File: src/rtl/vga_pkg.sv
// Shared types, constants and helpers for the streaming VGA timing block.
package vga_pkg;

   localparam int unsigned WORD_W = 32;
   localparam int unsigned RGB_W  = 24;
   localparam int unsigned ERR_W  = 16;

   typedef enum logic [1:0] {
      WAIT_SOF = 2'd0,
      ARMED    = 2'd1,
      RUN      = 2'd2
   } vga_state_e;

   localparam logic [RGB_W-1:0] BAR_WHITE   = 24'hFF_FF_FF;
   localparam logic [RGB_W-1:0] BAR_YELLOW  = 24'hFF_FF_00;
   localparam logic [RGB_W-1:0] BAR_CYAN    = 24'h00_FF_FF;
   localparam logic [RGB_W-1:0] BAR_GREEN   = 24'h00_FF_00;
   localparam logic [RGB_W-1:0] BAR_MAGENTA = 24'hFF_00_FF;
   localparam logic [RGB_W-1:0] BAR_RED     = 24'hFF_00_00;
   localparam logic [RGB_W-1:0] BAR_BLUE    = 24'h00_00_FF;
   localparam logic [RGB_W-1:0] BAR_BLACK   = 24'h00_00_00;

   // Total length of a line or frame: active + front porch + pulse + back porch.
   function automatic int unsigned timing_total(input int unsigned disp, input int unsigned fp,
                                                input int unsigned pulse, input int unsigned bp);
      return disp + fp + pulse + bp;
   endfunction

   // Colour of bar idx, left to right.
   function automatic logic [RGB_W-1:0] bar_colour(input logic [2:0] idx);
      case (idx)
         3'd0:    return BAR_WHITE;
         3'd1:    return BAR_YELLOW;
         3'd2:    return BAR_CYAN;
         3'd3:    return BAR_GREEN;
         3'd4:    return BAR_MAGENTA;
         3'd5:    return BAR_RED;
         3'd6:    return BAR_BLUE;
         default: return BAR_BLACK;
      endcase
   endfunction

endpackage

File: src/rtl/vga_sync_counter.sv
// Free-running horizontal/vertical position counters with raw active/sync decode.
module vga_sync_counter
   import vga_pkg::*;
#(
   parameter int unsigned HDISP  = 800,
   parameter int unsigned HFP    = 40,
   parameter int unsigned HPULSE = 48,
   parameter int unsigned HBP    = 40,
   parameter int unsigned VDISP  = 480,
   parameter int unsigned VFP    = 13,
   parameter int unsigned VPULSE = 3,
   parameter int unsigned VBP    = 29,
   localparam int unsigned HW = $clog2(timing_total(HDISP, HFP, HPULSE, HBP)),
   localparam int unsigned VW = $clog2(timing_total(VDISP, VFP, VPULSE, VBP))
) (
   input  logic          pixel_clk,
   input  logic          pixel_rst_n,
   output logic [HW-1:0] hcnt,
   output logic [VW-1:0] vcnt,
   output logic          active_c,
   output logic          hs_pulse_c,
   output logic          vs_pulse_c
);

   localparam logic [HW-1:0] H_LAST      = HW'(timing_total(HDISP, HFP, HPULSE, HBP) - 1);
   localparam logic [HW-1:0] H_ACT_END   = HW'(HDISP);
   localparam logic [HW-1:0] H_PULSE_BEG = HW'(HDISP + HFP);
   localparam logic [HW-1:0] H_PULSE_END = HW'(HDISP + HFP + HPULSE);
   localparam logic [VW-1:0] V_LAST      = VW'(timing_total(VDISP, VFP, VPULSE, VBP) - 1);
   localparam logic [VW-1:0] V_ACT_END   = VW'(VDISP);
   localparam logic [VW-1:0] V_PULSE_BEG = VW'(VDISP + VFP);
   localparam logic [VW-1:0] V_PULSE_END = VW'(VDISP + VFP + VPULSE);

   // Pixel position: hcnt wraps into a vcnt step, vcnt wraps at end of frame.
   always_ff @(posedge pixel_clk or negedge pixel_rst_n) begin
      if (!pixel_rst_n) begin
         hcnt <= '0;
         vcnt <= '0;
      end else if (hcnt == H_LAST) begin
         hcnt <= '0;
         vcnt <= (vcnt == V_LAST) ? '0 : vcnt + VW'(1);
      end else begin
         hcnt <= hcnt + HW'(1);
      end
   end

   assign active_c   = (hcnt < H_ACT_END) && (vcnt < V_ACT_END);
   assign hs_pulse_c = (hcnt >= H_PULSE_BEG) && (hcnt < H_PULSE_END);
   assign vs_pulse_c = (vcnt >= V_PULSE_BEG) && (vcnt < V_PULSE_END);

endmodule

File: src/rtl/vga_stream_timing.sv
// VGA timing generator fed by a show-ahead FIFO of SOF-tagged RGB words.
// Optional colour-bar test pattern enabled by defining VGA_TEST_PATTERN_EN.
module vga_stream_timing
   import vga_pkg::*;
#(
   parameter int unsigned HDISP   = 800,
   parameter int unsigned VDISP   = 480,
   parameter int unsigned HFP     = 40,
   parameter int unsigned HPULSE  = 48,
   parameter int unsigned HBP     = 40,
   parameter int unsigned VFP     = 13,
   parameter int unsigned VPULSE  = 3,
   parameter int unsigned VBP     = 29,
   parameter logic        HS_POL  = 1'b0,
   parameter logic        VS_POL  = 1'b0,
   parameter int unsigned SOF_BIT = 24
) (
   input  logic              pixel_clk,
   input  logic              pixel_rst_n,
   input  logic [WORD_W-1:0] fifo_rdata,
   input  logic              fifo_rempty,
   output logic              fifo_read,
`ifdef VGA_TEST_PATTERN_EN
   input  logic              test_mode,
`endif
   output logic              vga_hs,
   output logic              vga_vs,
   output logic              vga_blank,
   output logic [RGB_W-1:0]  vga_rgb,
   output logic              frame_start,
   output logic              locked,
   input  logic              err_clr,
   output logic              err_sticky,
   output logic [ERR_W-1:0]  err_cnt
);

   localparam int unsigned HW = $clog2(timing_total(HDISP, HFP, HPULSE, HBP));
   localparam int unsigned VW = $clog2(timing_total(VDISP, VFP, VPULSE, VBP));

   logic [HW-1:0]    hcnt;
   logic [VW-1:0]    vcnt;
   logic             active_c;
   logic             hs_pulse_c;
   logic             vs_pulse_c;
   logic             origin_c;
   logic             sof_c;
   logic             consume_c;
   logic             pop_c;
   logic             err_c;
   logic [RGB_W-1:0] rgb_c;
   logic             unused_word_bits_c;
   vga_state_e       state;
   vga_state_e       state_nxt;

   vga_sync_counter #(
      .HDISP  (HDISP),
      .HFP    (HFP),
      .HPULSE (HPULSE),
      .HBP    (HBP),
      .VDISP  (VDISP),
      .VFP    (VFP),
      .VPULSE (VPULSE),
      .VBP    (VBP)
   ) u_sync (
      .pixel_clk   (pixel_clk),
      .pixel_rst_n (pixel_rst_n),
      .hcnt        (hcnt),
      .vcnt        (vcnt),
      .active_c    (active_c),
      .hs_pulse_c  (hs_pulse_c),
      .vs_pulse_c  (vs_pulse_c)
   );

   assign origin_c           = (hcnt == '0) && (vcnt == '0);
   assign sof_c              = fifo_rdata[SOF_BIT];
   assign unused_word_bits_c = ^fifo_rdata;

`ifdef VGA_TEST_PATTERN_EN
   localparam int unsigned BAR_W = (HDISP / 8 > 0) ? HDISP / 8 : 1;
   logic [HW-1:0] bar_q_c;
   logic [2:0]    bar_idx_c;

   // Bar index from column, clamped to the last bar for non-multiple-of-8 widths.
   always_comb begin
      bar_q_c   = hcnt / HW'(BAR_W);
      bar_idx_c = (bar_q_c > HW'(7)) ? 3'd7 : 3'(bar_q_c);
   end
`endif

   // State register.
   always_ff @(posedge pixel_clk or negedge pixel_rst_n) begin
      if (!pixel_rst_n) state <= WAIT_SOF;
      else              state <= state_nxt;
   end

   // Next state: hunt for SOF, wait for frame origin, then stream until an error.
   always_comb begin
      state_nxt = state;
      case (state)
         WAIT_SOF: if (!fifo_rempty && sof_c) state_nxt = ARMED;
         ARMED:    if (origin_c) state_nxt = err_c ? WAIT_SOF : RUN;
         RUN:      if (err_c) state_nxt = WAIT_SOF;
         default:  state_nxt = WAIT_SOF;
      endcase
`ifdef VGA_TEST_PATTERN_EN
      if (test_mode) state_nxt = WAIT_SOF;
`endif
   end

   // Per-cycle FIFO pop, pixel colour and error decision.
   always_comb begin
      pop_c     = 1'b0;
      err_c     = 1'b0;
      rgb_c     = '0;
      consume_c = active_c && ((state == RUN) || ((state == ARMED) && origin_c));
      if (state == WAIT_SOF) begin
         pop_c = !fifo_rempty && !sof_c;
      end else if (consume_c) begin
         // SOF must be present exactly at the origin pixel and nowhere else.
         if (fifo_rempty || (sof_c != origin_c)) begin
            err_c = 1'b1;
         end else begin
            pop_c = 1'b1;
            rgb_c = fifo_rdata[RGB_W-1:0];
         end
      end
`ifdef VGA_TEST_PATTERN_EN
      if (test_mode) begin
         pop_c = 1'b0;
         err_c = 1'b0;
         rgb_c = active_c ? bar_colour(bar_idx_c) : '0;
      end
`endif
   end

   // Pop must not reach the FIFO while held in reset.
   assign fifo_read = pop_c & pixel_rst_n;
   assign locked    = (state == RUN);

   // Video output registers: one cycle behind the counters.
   always_ff @(posedge pixel_clk or negedge pixel_rst_n) begin
      if (!pixel_rst_n) begin
         vga_hs      <= ~HS_POL;
         vga_vs      <= ~VS_POL;
         vga_blank   <= 1'b0;
         vga_rgb     <= '0;
         frame_start <= 1'b0;
      end else begin
         vga_hs      <= hs_pulse_c ? HS_POL : ~HS_POL;
         vga_vs      <= vs_pulse_c ? VS_POL : ~VS_POL;
         vga_blank   <= active_c;
         vga_rgb     <= rgb_c;
         frame_start <= origin_c;
      end
   end

   // Error flag and saturating counter; clear has priority over a new error.
   always_ff @(posedge pixel_clk or negedge pixel_rst_n) begin
      if (!pixel_rst_n) begin
         err_sticky <= 1'b0;
         err_cnt    <= '0;
      end else if (err_clr) begin
         err_sticky <= 1'b0;
         err_cnt    <= '0;
      end else if (err_c) begin
         err_sticky <= 1'b1;
         if (err_cnt != '1) err_cnt <= err_cnt + ERR_W'(1);
      end
   end

endmodule

File: config.mk
export PLATFORM = sky130hd
export DESIGN_NAME = vga_stream_timing
export DESIGN_NICKNAME = d
export VERILOG_FILES = /design/src/rtl/vga_pkg.sv /design/src/rtl/vga_sync_counter.sv /design/src/rtl/vga_stream_timing.sv
export SDC_FILE = /design/constraint.sdc
export NUM_CORES = 1
export LEC_CHECK = 0
export BUFFER_PORTS_ARGS = -buffer_cell sky130_fd_sc_hd__buf_2
export CAP_MARGIN = 15
export CORE_ASPECT_RATIO = 0.9
export CORE_MARGIN = 4
export CORE_UTILIZATION = 50
export CTS_CLUSTER_DIAMETER = 80
export DETAILED_ROUTE_END_ITERATION = 12
export PLACE_DENSITY = 0.76
export SETUP_SLACK_MARGIN = 0.3
export SLEW_MARGIN = 20
export SYNTH_ARGS = -nofsm -noshare
export SYNTH_HDL_FRONTEND = slang
export SYNTH_SLANG_ARGS = --single-unit
File: constraint.sdc
create_clock -name pixel_clk -period 3.4 [get_ports pixel_clk]
set_input_delay 0.17 -clock pixel_clk [delete_from_list [all_inputs] [get_ports pixel_clk]]
set_output_delay 0.17 -clock pixel_clk [all_outputs]
set_load 0.05 [all_outputs]
# == After elaboration in Yosys (flattened, before gate mapping) ==
# Cells that the tools add are included.
# word_totals
regBits,67
in_bits,36
out_inout_bits,47
word_cells,71
# op_classes
n_addsub,3
order_cmp,6
n_eq_ne,9
muxes,23
bitwise,1
n_reduce_logical,19
# ops
cell,count
2-to-1 mux 24 bit,3
2-to-1 mux 16 bit,3
"adder 10 x 1 -> 10 bit, second input constant",2
"== test 10 bit, second input constant",2
zero test 10 bit,2
"less-than comparator 10 bit, second input constant",2
"less-than comparator 10 x 9 -> 1 bit, second input constant",2
2-to-1 mux 10 bit,2
"adder 16 x 1 -> 16 bit, second input constant",1
"!= test 16 bit, second input constant",1
">= comparator 10 bit, second input constant",1
">= comparator 10 x 9 -> 1 bit, second input constant",1
2-to-1 mux 1 bit,10
logical AND 1 bit,8
2-to-1 mux 2 bit,4
one-hot mux 2 bit (3 select lines),1
"!= test 2 bit, second input constant",2
nonzero test 2 bit,2
AND reduction 3 bit,1
"== test 2 x 1 -> 1 bit, second input constant",1
"== test 2 bit, second input constant",1
zero test 1 bit,2
zero test 2 bit,1
logical OR 1 bit,2
4 further kinds,4

# == Logic depth before layout (Yosys ltp) ==
# logic_depth
depth_word,10
mapped_depth,9

# == Hierarchy ==
# A second synthesis with hierarchy kept.
# unflattened
hier_cells,295
hier_area_um2,3128.0
# modules_own_cells
mod,instances,cells_per_inst,area_each_um2,seq_area_each_um2
vga_stream_timing,1,185,2018.2,1178.6
vga_sync_counter,1,110,1109.8,500.5

# == Worst setup path after synthesis ==
# No wires, ideal clock.
# synth_path
path_type,register to output
start,register u_sync.hcnt[5]
end,output port fifo_read
arrival_ns,2.793
t_required_ns,3.230
setup_slack_ns,0.437
stages_incl_launch_ff,8
path_cell_list,dfrtp_1 buf_6 or3_4 nand4b_1 nor3_1 a21oi_1 o32a_1 nor3b_1
# synth_via
elab_chain_len,8
# synth_rtl
item,line,text
start: declaration,vga_sync_counter.sv:18,"output logic [HW-1:0] hcnt,"
start signal: assignment,vga_sync_counter.sv:43,hcnt <= hcnt + HW'(1);
"parallel branches: the longest is 5 deep, another holds less-than comparator 10 bit",--,
2-to-1 mux 1 bit *,vga_stream_timing.sv:118,end else if (consume_c) begin
2-to-1 mux 1 bit *,vga_stream_timing.sv:116,if (state == WAIT_SOF) begin
AND 1 bit *,vga_stream_timing.sv:137,assign fifo_read = pop_c & pixel_rst_n;
end: declaration,vga_stream_timing.sv:22,"output logic fifo_read,"
# Mark *: on every way between the ends.

# == Worst setup path in the final report ==
# layout_path
start,register u_sync.vcnt[6]
end,output port fifo_read
# layout_via
elab_chain_len,8
# layout_rtl
item,line,text
start: declaration,vga_sync_counter.sv:19,"output logic [VW-1:0] vcnt,"
start signal: assignment,vga_sync_counter.sv:41,vcnt <= (vcnt == V_LAST) ? '0 : vcnt + VW'(1);
"parallel branches: the longest is 5 deep, another holds less-than comparator 10 x 9 -> 1 bit",--,
2-to-1 mux 1 bit *,vga_stream_timing.sv:118,
2-to-1 mux 1 bit *,vga_stream_timing.sv:116,
AND 1 bit *,vga_stream_timing.sv:137,
# Marked as above.

==> results.yml <==
floorplan:
  ios: 83
  rows: 27
  initial_utilization: 0.5193
  core_um2: 6182
  chipHeight_um: 84.02
  die_area_um2: 7769
  die_width_um: 92.47
min_path:
  hp-class: "in -> reg"
critical_path:
  cp.required_ns: 3.23
  endpoint_kind: "output pin"
  cp_max_fo: 6
  critPathArrivalTime_ns: 2.67
  cp-start-kind: "register"
  worst-setup-path-type: "reg -> out"
placement:
  io_buffers: 75
  gp_congestion: 0.8134
  hpwl_um: 4841
  pre_cts_ws_ns: 0.5816
layout:
  diodes: 0
  syn_to_final_growth_pct: 21.75
  nets: 442
  drive_above_1_share: 0.2599
global_routing:
  grt_max_degree: 68
  antenna_found_initial: 0
  overflow: 0
  grt_pass1_wl_um: 11640
  grt_pass1_vias: 2532
  grt_usage: 0.1857
clock_network:
  postCtsSetupRepairBufs: 0
  numCtsBuffers: 9
  cts_max_level: 3
  cts_num_sinks: 67
  clockBufferDepth: 2
  clk_latency_ns: 0.35
  clkSlewWorstSetupHoldPaths_ns: 0.08
  clock_tree.root_cell: "clkbuf_8"
  cts_tree: "yes"
synthesis:
  ys_types: 46
  ys_seq_area_frac: 0.5230
  syn_avg_cell_area_um2: 10.13
  ys_ff_latch: 67
  syn_inst: 317
  syn_area_um2: 3211
  ys_warn_count: 0
  synth-edff-count: 0
  async_flop_share: 1.000
  synth_top_flop_cell: "dfrtp_1"
  syn_nets: 360
sta:
  fmax_mhz: 352.7
  fin_hold_ws_ns: 0.01822
  fin_crit_ns: 2.835
  drv_slew: 0
  fin_tns_setup_ns: 0
  period_share: 0.8338
  hold_viol: 0
  rsz0062_at_grt: "no"
  setup_ws_ns: 0.5650
  slew_headroom: 0.4564
  setup_viol: 0
  tightest_slew_ns: 0.8154
  skew_ns: 0.008350
power:
  vdd_drop_max_mv: 0.2905
  total_power_mw: 1.567
  powerDensity_nw_per_um2: 400.9
  leakage_nw: 1.960
run:
  maxCapViolations: 0
drt:
  detail_route.iter0.violations: 123
  routed_wl_um: 6663
  drtAntennaViolNets: 0
  drc: 0
  vias: 2585
  dr.pass1.iters: 4
  vias_per_cell: 5.265
  post_drt_wl_per_cell_um: 13.57
status:
  status: "complete, no violations"
cells in the final DEF, fill, tap and decap left out, drive strengths merged, types with 2 or more instances in the layout:
master        n
clkbuf        9
nor2         26
dlygate4sd3   3
and2         27
xor2          6
clkinv        2
buf          77
dfrtp        65
nor3         13
xnor2         4
or4           4
nand2b        8
nand2        22
nor2b         9
a21oi        18
o31ai         5
nor4          2
nor4b         2
nand3        19
ha            7
a211oi        3
nand4         6
dfstp         2
mux2          6
and3          7
o21ai        16
o22ai         2
or3           4
and4          2
inv          14
final cells by class:
| cell class | instances | area, um2 |
|---|---|---|
| Fill cell | 532 | 2273 |
| Sequential cell | 67 | 1679 |
| Multi-Input combinational cell | 231 | 1458 |
| Timing Repair Buffer | 80 | 420.4 |
| Clock buffer | 9 | 123.9 |
| Tap cell | 87 | 108.9 |
| Clock inverter | 7 | 81.33 |
| Inverter | 10 | 37.54 |
cell usage after synthesis, drive strengths merged (2+ instances only):
library cell / n / area share
a21oi: 18 / 0.028
or3: 4 / 0.0094
nand2b: 8 / 0.016
dfstp: 2 / 0.016
a211oi: 3 / 0.0070
nand2: 22 / 0.027
o31ai: 5 / 0.012
buf: 4 / 0.0082
or4: 4 / 0.0094
and2: 27 / 0.053
o22ai: 2 / 0.0039
nor2b: 9 / 0.018
nor4b: 2 / 0.0074
nor4: 2 / 0.0039
dfrtp: 65 / 0.51
clkbuf: 5 / 0.0058
nor3: 13 / 0.020
xor2: 6 / 0.016
ha: 7 / 0.027
mux2: 6 / 0.021
nor2: 26 / 0.030
inv: 10 / 0.012
xnor2: 4 / 0.011
nand4: 6 / 0.012
o21ai: 16 / 0.025
and4: 2 / 0.0055
nand3: 19 / 0.030
and3: 7 / 0.014
metrics by stage:
step,std cells,util,area (um2)
2_1_floorplan,317,-,3211
3_3_place_gp,472,0.5936,3670
3_5_place_dp,472,0.5936,3670
4_1_cts,488,0.6268,3875
5_1_grt,491,0.6323,3909
6_report,491,0.6323,3909
metal layers:
| metal | track usage | wire, um |
|---|---|---|
| met2 | 0.2826 | 2972 |
| met3 | 0.08115 | 603 |
| met1 | 0.2402 | 3006 |
| met4 | 0.05398 | 80 |
| met5 | 0 | 0 |
kinds of logic (layout without fill, tap and decap cells):
group / count (synthesis) / after routing / share of synthesized area
muxes: 7 / 7 / 0.02416
buffers and inverters: 19 / 106 / 0.02572
DFF: 67 / 67 / 0.5230
AOI/OAI and AO/OA: 50 / 50 / 0.1037
adders and majority gates: 7 / 7 / 0.02728
xor gates and xnor gates: 10 / 10 / 0.02728
and+or+nand+nor: 157 / 157 / 0.2689
where the power goes:
group	internal, mW	switching (mW)
sequential	0.799	0.00384
clock	0.351	0.332
combinational	0.0303	0.0508
flip-flops by register name, indices dropped and copies added (netlist names), 2 cells and up:
| signal | cells |
|---|---|
| err_cnt | 16 |
| u_sync.vcnt | 10 |
| vga_rgb | 24 |
| state | 2 |
| u_sync.hcnt | 10 |
critical path, stage by stage (launching register included):
cell and delay [ns]:
dfrtp_1 0.43, nor4_1 0.56, nand2_1 0.22, nor3_1 0.27, a21oi_1 0.10, o32a_1 0.28, nor3b_1 0.16, buf_2 0.30
what timing repair did:
item,in CTS,in global routing
hold endpoints to repair,0,3
gates resized for setup,0,0
hold buffers,0,3
path summary, 6_finish.rpt:
path                                 from  slack, ns             end  cells after the start
max reg2reg                u_sync.hcnt[5]       0.83      err_cnt[4]                      6
max in group asynchronous     pixel_rst_n       2.80  u_sync.vcnt[3]                      2
max                        u_sync.vcnt[6]       0.56       fifo_read                      7
min reg2reg                u_sync.vcnt[8]       0.50  u_sync.vcnt[8]                      1
min                         fifo_rdata[2]       0.02      vga_rgb[2]                      2
min in group asynchronous     pixel_rst_n       0.06  u_sync.hcnt[1]                      2
Note: power is estimated with default switching activity, not from simulation.
